<file path="src/rtl/cluster_hub_switch.sv">
// cluster_hub_switch: concentrates NUM_LEAVES leaf uplinks onto one superhub
// uplink, demultiplexes superhub downlink flits to the leaves, and optionally
// switches intra-cluster flits leaf-to-leaf without a superhub round trip.
module cluster_hub_switch #(
  parameter int unsigned NUM_LEAVES   = 4,
  parameter int unsigned FLIT_W       = 20,
  parameter int unsigned CL_W         = 2,
  parameter int unsigned FIFO_DEPTH   = 4,
  parameter bit          LOCAL_BYPASS = 1'b1
) (
  input  logic                         clk,
  input  logic                         rst,
  input  logic [CL_W-1:0]              my_cluster,
  input  logic [NUM_LEAVES*FLIT_W-1:0] leaf_up_data,
  input  logic [NUM_LEAVES-1:0]        leaf_up_valid,
  output logic [NUM_LEAVES-1:0]        leaf_up_ready,
  output logic [FLIT_W-1:0]            sh_up_data,
  output logic                         sh_up_valid,
  input  logic                         sh_up_ready,
  input  logic [FLIT_W-1:0]            sh_dn_data,
  input  logic                         sh_dn_valid,
  output logic                         sh_dn_ready,
  output logic [NUM_LEAVES*FLIT_W-1:0] leaf_dn_data,
  output logic [NUM_LEAVES-1:0]        leaf_dn_valid,
  input  logic [NUM_LEAVES-1:0]        leaf_dn_ready
);

  localparam int unsigned LOC_W  = $clog2(NUM_LEAVES);
  localparam int unsigned PTR_W  = $clog2(FIFO_DEPTH);
  localparam int unsigned LOC_HI = FLIT_W - CL_W - 1;

  typedef logic [FLIT_W-1:0] flit_t;
  typedef logic [LOC_W-1:0]  leaf_t;
  typedef logic [PTR_W:0]    fptr_t;

  flit_t                 fifo_mem [NUM_LEAVES][FIFO_DEPTH];
  fptr_t                 wr_ptr   [NUM_LEAVES];
  fptr_t                 rd_ptr   [NUM_LEAVES];
  flit_t                 head     [NUM_LEAVES];
  leaf_t                 head_dst [NUM_LEAVES];
  logic [NUM_LEAVES-1:0] fifo_empty;
  logic [NUM_LEAVES-1:0] fifo_full;
  logic [NUM_LEAVES-1:0] push;
  logic [NUM_LEAVES-1:0] pop;
  logic [NUM_LEAVES-1:0] up_req;
  logic [NUM_LEAVES-1:0] lb_req;
  logic [NUM_LEAVES-1:0] eg_can;

  leaf_t up_ptr;
  leaf_t lb_ptr;
  leaf_t up_idx;
  leaf_t lb_idx;
  leaf_t lb_tgt;
  leaf_t sh_tgt;
  logic  up_found;
  logic  up_gnt;
  logic  lb_found;
  logic  lb_gnt;
  logic  conflict;
  logic  prio;
  logic  sh_acc;

  // Ingress ready comes from registered FIFO state only, forced low in reset
  assign leaf_up_ready = rst ? '0 : ~fifo_full;

  // FIFO status, head classification and egress availability per leaf
  always_comb begin
    for (int i = 0; i < NUM_LEAVES; i++) begin
      fifo_empty[i] = (wr_ptr[i] == rd_ptr[i]);
      fifo_full[i]  = (wr_ptr[i][PTR_W] != rd_ptr[i][PTR_W]) &&
                      (wr_ptr[i][PTR_W-1:0] == rd_ptr[i][PTR_W-1:0]);
      head[i]       = fifo_mem[i][rd_ptr[i][PTR_W-1:0]];
      head_dst[i]   = head[i][LOC_HI -: LOC_W];
      push[i]       = leaf_up_valid[i] && leaf_up_ready[i];
      lb_req[i]     = !fifo_empty[i] && LOCAL_BYPASS &&
                      (head[i][FLIT_W-1 -: CL_W] == my_cluster);
      up_req[i]     = !fifo_empty[i] && !lb_req[i];
      eg_can[i]     = !leaf_dn_valid[i] || leaf_dn_ready[i];
    end
  end

  // Round-robin uplink and local arbiters, downlink conflict resolution
  always_comb begin
    leaf_t idx;
    idx      = '0;
    up_found = 1'b0;
    up_idx   = '0;
    lb_found = 1'b0;
    lb_idx   = '0;
    for (int k = 0; k < NUM_LEAVES; k++) begin
      idx = up_ptr + leaf_t'(k);
      if (!up_found && up_req[idx]) begin
        up_found = 1'b1;
        up_idx   = idx;
      end
      idx = lb_ptr + leaf_t'(k);
      if (!lb_found && lb_req[idx] && eg_can[head_dst[idx]]) begin
        lb_found = 1'b1;
        lb_idx   = idx;
      end
    end
    up_gnt      = up_found && (!sh_up_valid || sh_up_ready);
    lb_tgt      = head_dst[lb_idx];
    sh_tgt      = sh_dn_data[LOC_HI -: LOC_W];
    // Both contenders can only collide on an egress that is able to load
    conflict    = lb_found && sh_dn_valid && (sh_tgt == lb_tgt);
    lb_gnt      = lb_found && !(conflict && !prio);
    sh_dn_ready = !rst && eg_can[sh_tgt] && !(conflict && prio);
    sh_acc      = sh_dn_valid && sh_dn_ready;
    for (int i = 0; i < NUM_LEAVES; i++) begin
      pop[i] = (up_gnt && (up_idx == leaf_t'(i))) ||
               (lb_gnt && (lb_idx == leaf_t'(i)));
    end
  end

  // FIFO storage, written on accepted pushes
  always_ff @(posedge clk) begin
    for (int i = 0; i < NUM_LEAVES; i++) begin
      if (push[i]) begin
        fifo_mem[i][wr_ptr[i][PTR_W-1:0]] <= leaf_up_data[i*FLIT_W +: FLIT_W];
      end
    end
  end

  // FIFO pointers; reset empties every FIFO
  always_ff @(posedge clk or posedge rst) begin
    if (rst) begin
      for (int i = 0; i < NUM_LEAVES; i++) begin
        wr_ptr[i] <= '0;
        rd_ptr[i] <= '0;
      end
    end else begin
      for (int i = 0; i < NUM_LEAVES; i++) begin
        if (push[i]) wr_ptr[i] <= wr_ptr[i] + fptr_t'(1);
        if (pop[i])  rd_ptr[i] <= rd_ptr[i] + fptr_t'(1);
      end
    end
  end

  // Uplink output register plus arbiter pointers and conflict priority
  always_ff @(posedge clk or posedge rst) begin
    if (rst) begin
      sh_up_valid <= 1'b0;
      sh_up_data  <= '0;
      up_ptr      <= '0;
      lb_ptr      <= '0;
      prio        <= 1'b0;
    end else begin
      if (up_gnt) begin
        sh_up_valid <= 1'b1;
        sh_up_data  <= head[up_idx];
        up_ptr      <= up_idx + leaf_t'(1);
      end else if (sh_up_ready) begin
        sh_up_valid <= 1'b0;
      end
      if (lb_gnt)   lb_ptr <= lb_idx + leaf_t'(1);
      if (conflict) prio   <= !prio;
    end
  end

  // Per-leaf egress registers; at most one source loads each leaf per cycle
  always_ff @(posedge clk or posedge rst) begin
    if (rst) begin
      leaf_dn_valid <= '0;
      leaf_dn_data  <= '0;
    end else begin
      for (int d = 0; d < NUM_LEAVES; d++) begin
        if (sh_acc && (sh_tgt == leaf_t'(d))) begin
          leaf_dn_valid[d]                <= 1'b1;
          leaf_dn_data[d*FLIT_W +: FLIT_W] <= sh_dn_data;
        end else if (lb_gnt && (lb_tgt == leaf_t'(d))) begin
          leaf_dn_valid[d]                <= 1'b1;
          leaf_dn_data[d*FLIT_W +: FLIT_W] <= head[lb_idx];
        end else if (leaf_dn_ready[d]) begin
          leaf_dn_valid[d] <= 1'b0;
        end
      end
    end
  end

endmodule
</file>
<file path="config.mk">
export PLATFORM = sky130hd
export DESIGN_NAME = cluster_hub_switch
export DESIGN_NICKNAME = d
export VERILOG_FILES = /design/src/rtl/cluster_hub_switch.sv
export SDC_FILE = /design/constraint.sdc
export NUM_CORES = 1
export LEC_CHECK = 0
export CAP_MARGIN = 20
export CORE_ASPECT_RATIO = 1.75
export CORE_UTILIZATION = 34
export CTS_CLUSTER_DIAMETER = 40
export DETAILED_ROUTE_END_ITERATION = 6
export GPL_TIMING_DRIVEN = 0
export SYNTH_ARGS = -nofsm -noshare
export SYNTH_HDL_FRONTEND = slang
export SYNTH_SLANG_ARGS = --single-unit
</file>
<file path="constraint.sdc">
create_clock -name clk -period 11.8 [get_ports clk]
set_clock_uncertainty 0.1 [all_clocks]
set_input_delay 1.18 -clock clk [delete_from_list [all_inputs] [get_ports clk]]
set_output_delay 1.18 -clock clk [all_outputs]
set_load 0.02 [all_outputs]
</file>
After elaboration in Yosys (flattened, before gate mapping):

Memory sizes are Yosys's and may differ from the RTL's.
Index checks and enable logic that the tools add are counted.

* memories kept: 1
* register bits: 134
* bits in writable memories: 320

Memory list
* fifo_mem: words 4, width 80, rd ports 4, clocked after memory_dff 0, wr ports 4, RTL line 36 `flit_t fifo_mem [NUM_LEAVES][FIFO_DEPTH];`

* $add $sub $neg: 16
* order comparisons: 31
* bitwise logic cells: 15
* multiplexer cells: 114
* eq/ne operators: 29
* reduce and logical (&&, ||, !) cells: 100

Operators by type and width (count)
* 2-to-1 mux 20 bit: 24
* 2-to-1 mux 80 bit: 4
* binary-select mux 20 bit (select 2 bit): 6
* demux 20 bit (select 2 bit): 4
* logical AND 1 bit: 55
* greater-or-equal comparator 3 bit (second input constant): 14
* NOT 2 -> 3 bit: 14
* less-than comparator 2 x 3 -> 1 bit (second input constant): 13
* 2-to-1 mux 1 bit: 39
* 2-to-1 mux 2 bit: 18
* binary-select mux 1 bit (select 2 bit): 13
* adder 3 x 1 -> 3 bit (second input constant): 8
* zero test 1 bit: 23
* binary-select mux 2 bit (select 2 bit): 5
* == test 2 bit: 9
* == test 2 bit (second input constant): 8
* == test 3 bit: 4
* less-than comparator 3 x 1 -> 1 bit (second input constant): 4
* nonzero test 3 bit: 4
* nonzero test 2 bit: 5
* logical OR 1 bit: 9
* adder 2 x 1 -> 2 bit (second input constant): 4
* adder 2 bit (second input constant): 4
* == test 2 x 1 -> 1 bit (second input constant): 4
* other kinds (4): 10

Logic depth before layout (Yosys ltp):

* depth in word-level cells: 35
* depth in mapped cells: 18

Least setup slack after synthesis:

OpenSTA, ideal clock, no wires.

* path type: input port to output port
* start point: in rst
* end point: out sh_dn_ready
* stages on the path: 3
* arrival: 4632 ps
* slack: 5888 ps
* path through: inv_1 and2_1 o41a_1

* word-level cells in the longest chain between the ends: 3

Ends and longest elaborated chain
* start, declared: RTL line 12 `input logic rst,`
* zero test 1 bit (no line)
* logical AND 1 bit (2 in series): RTL line 108 `sh_dn_ready = !rst && eg_can[sh_tgt] && !(conflict && prio);`
* end, declared: RTL line 22 `output logic sh_dn_ready,`

No other way between the ends.

Worst setup path after layout:

* start point: reg rd_ptr[10] (netlist name)
* end point: out sh_dn_ready

* word-level cells in the longest chain between the ends: 32
* elaborated cells on any way between the ends: 64
* classes of those cells: eq/ne (3); mux (42); bitwise (2); reduce/logical (17)

Ends and longest elaborated chain
* start, declared: RTL line 38 `fptr_t rd_ptr [NUM_LEAVES];`
* start signal, assigned by index: RTL line 135 `if (pop[i]) rd_ptr[i] <= rd_ptr[i] + fptr_t'(1);`
* NOT 2 -> 3 bit (not written as such): RTL line 72 `head[i] = fifo_mem[i][rd_ptr[i][PTR_W-1:0]];`
* binary-select mux 20 bit (select 2 bit): RTL line 72
* 2-to-1 mux 20 bit (not written as such) (2 in series): RTL line 72
* binary-select mux 2 bit (select 2 bit): RTL line 97 `if (!lb_found && lb_req[idx] && eg_can[head_dst[idx]]) begin`
* 2-to-1 mux 2 bit (not written as such) (2 in series): RTL line 97
* binary-select mux 1 bit (select 2 bit): RTL line 97
* 2-to-1 mux 1 bit (not written as such): RTL line 97
* logical AND 1 bit: RTL line 97
* (+13 left out)
* NOT 2 -> 3 bit (not written as such): RTL line 103 `lb_tgt = head_dst[lb_idx];`
* binary-select mux 2 bit (select 2 bit): RTL line 103
* 2-to-1 mux 2 bit (not written as such) (2 in series): RTL line 103
* == test 2 bit: RTL line 106 `conflict = lb_found && sh_dn_valid && (sh_tgt == lb_tgt);`
* logical AND 1 bit *: RTL line 106
* logical AND 1 bit *: RTL line 108
* zero test 1 bit *: RTL line 108
* logical AND 1 bit *: RTL line 108

Mark *: on every way between the ends. The rest lies on a longest branch, timed or not. The select of a mux whose other input is x is not followed.

==> summary.md <==
The path class of the tightest hold or removal check is flip-flop to flip-flop. The data arrival time of the worst path is 5.81 ns. The initial antenna violation count came out at 5.

Buffers inserted during clock tree synthesis total 46. The number of flip-flops and latches in the synthesized netlist is 454. The run gives 0 as the count of hold buffers inserted by post-cts repair. The most used flip-flop cell after synthesis is edfxtp_1. Entering global routing, the biggest net connects 85 pins.

The die is 327 um tall. The floorplan step defined a die boundary enclosing 61,300 sq um. The average cell area after synthesis came out at 15.4 sq um. The origin of the worst setup path is rd_ptr[10]$_DFFE_PP0P_.

The critical path ends at sh_dn_ready. The tool flagged a number of max-cap violations equal to 0. For this block, the initial DRC count from the detailed router was 707. The number of detailed-routing iterations run before antenna repair was 5.

For this run, the post-layout net count is 1,754. The setup slack of the worst register-to-register path was 5.81 ns; the final routed DRC violation total was 0. The count of filler cells inserted in the layout was 5,400. Startpoint of the lowest-slack register-to-register path: rd_ptr[10]$_DFFE_PP0P_. Measured along the x axis, the die boundary spans 188 um. The routability congestion estimate came out at 0.893.

The buffer cell driving the clock tree root was clkbuf_16. At the placement stage, the worst setup path has a slack of 5.07 ns. The logs give 59,400 sq um for the core area and 4.71 ns for the worst setup margin. For the total wirelength of the detailed-routed design, the log shows 58,200 um. After clock tree synthesis, the repair step resized 0 gates.

Share of the synthesized area in the top cell type: 46.9%. The number of pins with negative max-slew slack in the final report was 0. After detailed routing, the average wire length per cell comes to 23.9 um. The first global-routing pass estimated 86,100 um of wire.

Detail-routed via count per cell: 5.23. The worst register-to-register path ends at rd_ptr[1]$_DFFE_PP0P_. Synthesis produced a netlist whose cell count is 1,330.

The worst path uses 60.1% of the clock period. Number of hold-slack violations in the final timing report: 0. Setup repair after global routing left no endpoint under its margin.

The clock edge transition at the registers on the reported setup and hold paths came out at 0.07 ns. Count of final setup violators: 0. Counting flops with an async set or reset pin after synthesis yields a share of 29.5%. At the pin with the least slew margin, the transition time is 1.10 ns. For the number of cell rows, the log shows 118.

The library cells used most frequently in the layout, excluding fill and tap cells, are edfxtp_1, clkdlybuf4s50_1, dfrtp_1, mux2i_1, nand2_1. After legalization and detailed placement, the total HPWL measured 44,900 um. Clock latency at the later pin of the worst-skew pair: 0.59 ns. The longest clock path from root to sink contains 3 buffers. The clock tree synthesis step divided the H-tree into 2 levels.

Portion of the post-synthesis area used by sequential elements: 63.3%. The initial utilization of the core area, before any placement, comes to 34.5%. The met2 routing resource usage after global routing came out at 35.2%. The nature of the critical path endpoint was an output port.

The library cell used most frequently in the layout, excluding fill and tap cells, is edfxtp_1. In the final layout, flip-flops and latches occupy 13,000 sq um. TritonCTS built the clock tree.

The number of port buffers works out to 219. The flow ran to the end, and the final reports show no timing, DRC or antenna violations. For the number of global-route vias before repair, the log shows 13,300.

Sorting the synthesized cells by area gives the leading types as edfxtp_1, dfrtp_1, mux4_2. The final sum of negative setup slack was 0 ns; the maximum frequency from static timing analysis was 0.141 GHz. For met1 alone, demand over resource in global routing was 20.6%. The number of cells on the worst reg-to-reg path is 14. The clock net in this run drives a total of 454 sinks.

The critical path launch point type is a flip-flop. The number of nets in the synthesized netlist is 1,472. Along the worst path, the maximum fanout reaches 10.

The tools report the data required time of the worst path as 10.52 ns. The share of post-route cells with drive strength above 1 is 15.0%, and the number of enable flip-flop cells after synthesis is 320. Summing over every cut layer, the via total after detailed routing is 12,700.

The start point of the worst min-delay path is leaf_dn_data[77]$_DFFE_PP0P_. The run gives 0 as the total of warnings raised by yosys. Yosys mapped the design onto 73 distinct sky130hd cell types.

The global-route total usage across every layer is 19.1%, and the top-level port count is 224. Measured against its own limit, the worst slew margin works out to 26.8%. Buffers added to address setup during post-CTS repair amount to 0. The shortest period the worst path allows is 7.09 ns. The critical path is of the flip-flop to output port type. Relative to the synthesized area, the layout overhead comes to 24.5%. The detail route stage leaves a number of antenna-violating nets equal to 0.

Largest area contributor in the netlist: edfxtp_1. The tools report the area of the multi-input gates as 7100 sq um. The global-route layer with the greatest usage is met2.

Global routing used 2.54% of the available met3 tracks. For the synthesized area, the log shows 20,500 sq um. Global routing finished with a remaining overflow of 0.
cells in the mapped netlist (3+ instances only):
| master | instances |
|---|---|
| a211oi_1 | 4 |
| a21oi_1 | 17 |
| a221o_1 | 72 |
| a31oi_1 | 4 |
| a41oi_2 | 4 |
| and2_1 | 84 |
| and3_1 | 21 |
| buf_1 | 10 |
| buf_2 | 19 |
| buf_6 | 5 |
| clkbuf_1 | 42 |
| dfrtp_1 | 134 |
| edfxtp_1 | 320 |
| ha_1 | 28 |
| inv_1 | 18 |
| mux2_2 | 29 |
| mux2i_1 | 110 |
| mux4_2 | 80 |
| nand2_1 | 86 |
| nand2b_1 | 16 |
| nand3_1 | 15 |
| nand4_1 | 5 |
| nor2_1 | 28 |
| nor2_2 | 4 |
| nor2b_1 | 3 |
| nor3_1 | 5 |
| o211ai_1 | 4 |
| o21a_1 | 4 |
| o21ai_0 | 65 |
| o221ai_1 | 3 |
| xnor2_1 | 25 |
| xor2_1 | 12 |
kinds of logic after synthesis:
| family | after synthesis | synth area share, % |
|---|---|---|
| buffers and inverters | 96 | 2.08 |
| DFF | 454 | 63.3 |
| AOI/OAI and AO/OA | 215 | 8.27 |
| and+or+nand+nor | 280 | 7.24 |
| adders and majority gates | 28 | 1.71 |
| muxes | 220 | 15.8 |
| xor gates and xnor gates | 37 | 1.58 |
metrics by stage:
step / util [%] / area, sq um / hold WS [ns] / cells
after global placement: 39.9 / 23700 / 0.352 / 2329
after CTS: 42.9 / 25400 / 0.371 / 2426
after global routing: 43.0 / 25500 / 0.385 / 2431
final: 43.0 / 25500 / 0.368 / 2431
after floorplan: - / 20500 / 0.360 / 1330
after detailed placement: 40.3 / 23900 / 0.353 / 2341
layer usage:
metal	up-vias	part of all wire (%)
met5	-	0
met4	0	6.2
met3	110	4.9
met2	456	53
met1	6374	36
li1	5773	-
worst max-delay path: stages (launching register included):
cell and delay (ns):
dfrtp_1 0.35, clkbuf_1 0.46, mux4_2 0.46, mux2i_1 0.57, mux2i_1 0.25, mux2i_1 0.12
a32oi_1 0.51, inv_1 0.17, mux2i_1 0.26, a21oi_2 0.15, inv_2 0.20, a311oi_1 0.08
a2111oi_0 0.80, o41a_1 0.21, clkdlybuf4s50_1 0.64
sequential cells by signal, summed over array words and instances, names as in the netlist, 2 cells and up:
signal,cells
up_ptr,2
fifo_mem,320
leaf_dn_data,80
wr_ptr,12
sh_up_data,20
rd_ptr,12
leaf_dn_valid,4
lb_ptr,2
worst min path at each step:
stage | to | slack [ns] | cells past startpoint
final | leaf_dn_data[77]$_DFFE_PP0P_ | 0.37 | 1
after global routing | leaf_dn_data[76]$_DFFE_PP0P_ | 0.39 | 1
after CTS | leaf_dn_data[77]$_DFFE_PP0P_ | 0.37 | 1
after detailed placement | leaf_dn_data[77]$_DFFE_PP0P_ | 0.35 | 1
after global placement | leaf_dn_data[77]$_DFFE_PP0P_ | 0.35 | 1
after floorplan | wr_ptr[11]$_DFFE_PP0P_ | 0.36 | 1
layout make-up:
cell class,count,share of cell area (%)
tap,780,3.83
inverter,19,0.299
clock inverter,31,1.29
antenna,2,0.0196
clock buffer,54,4.67
multi-input combinational,780,27.8
buffer,77,1.39
timing repair buffer,234,9.82
sequential,454,50.8
Power is left out: the tool's default activity adds up to more than one toggle a clock period on the data nets, which glitch-free logic cannot reach.
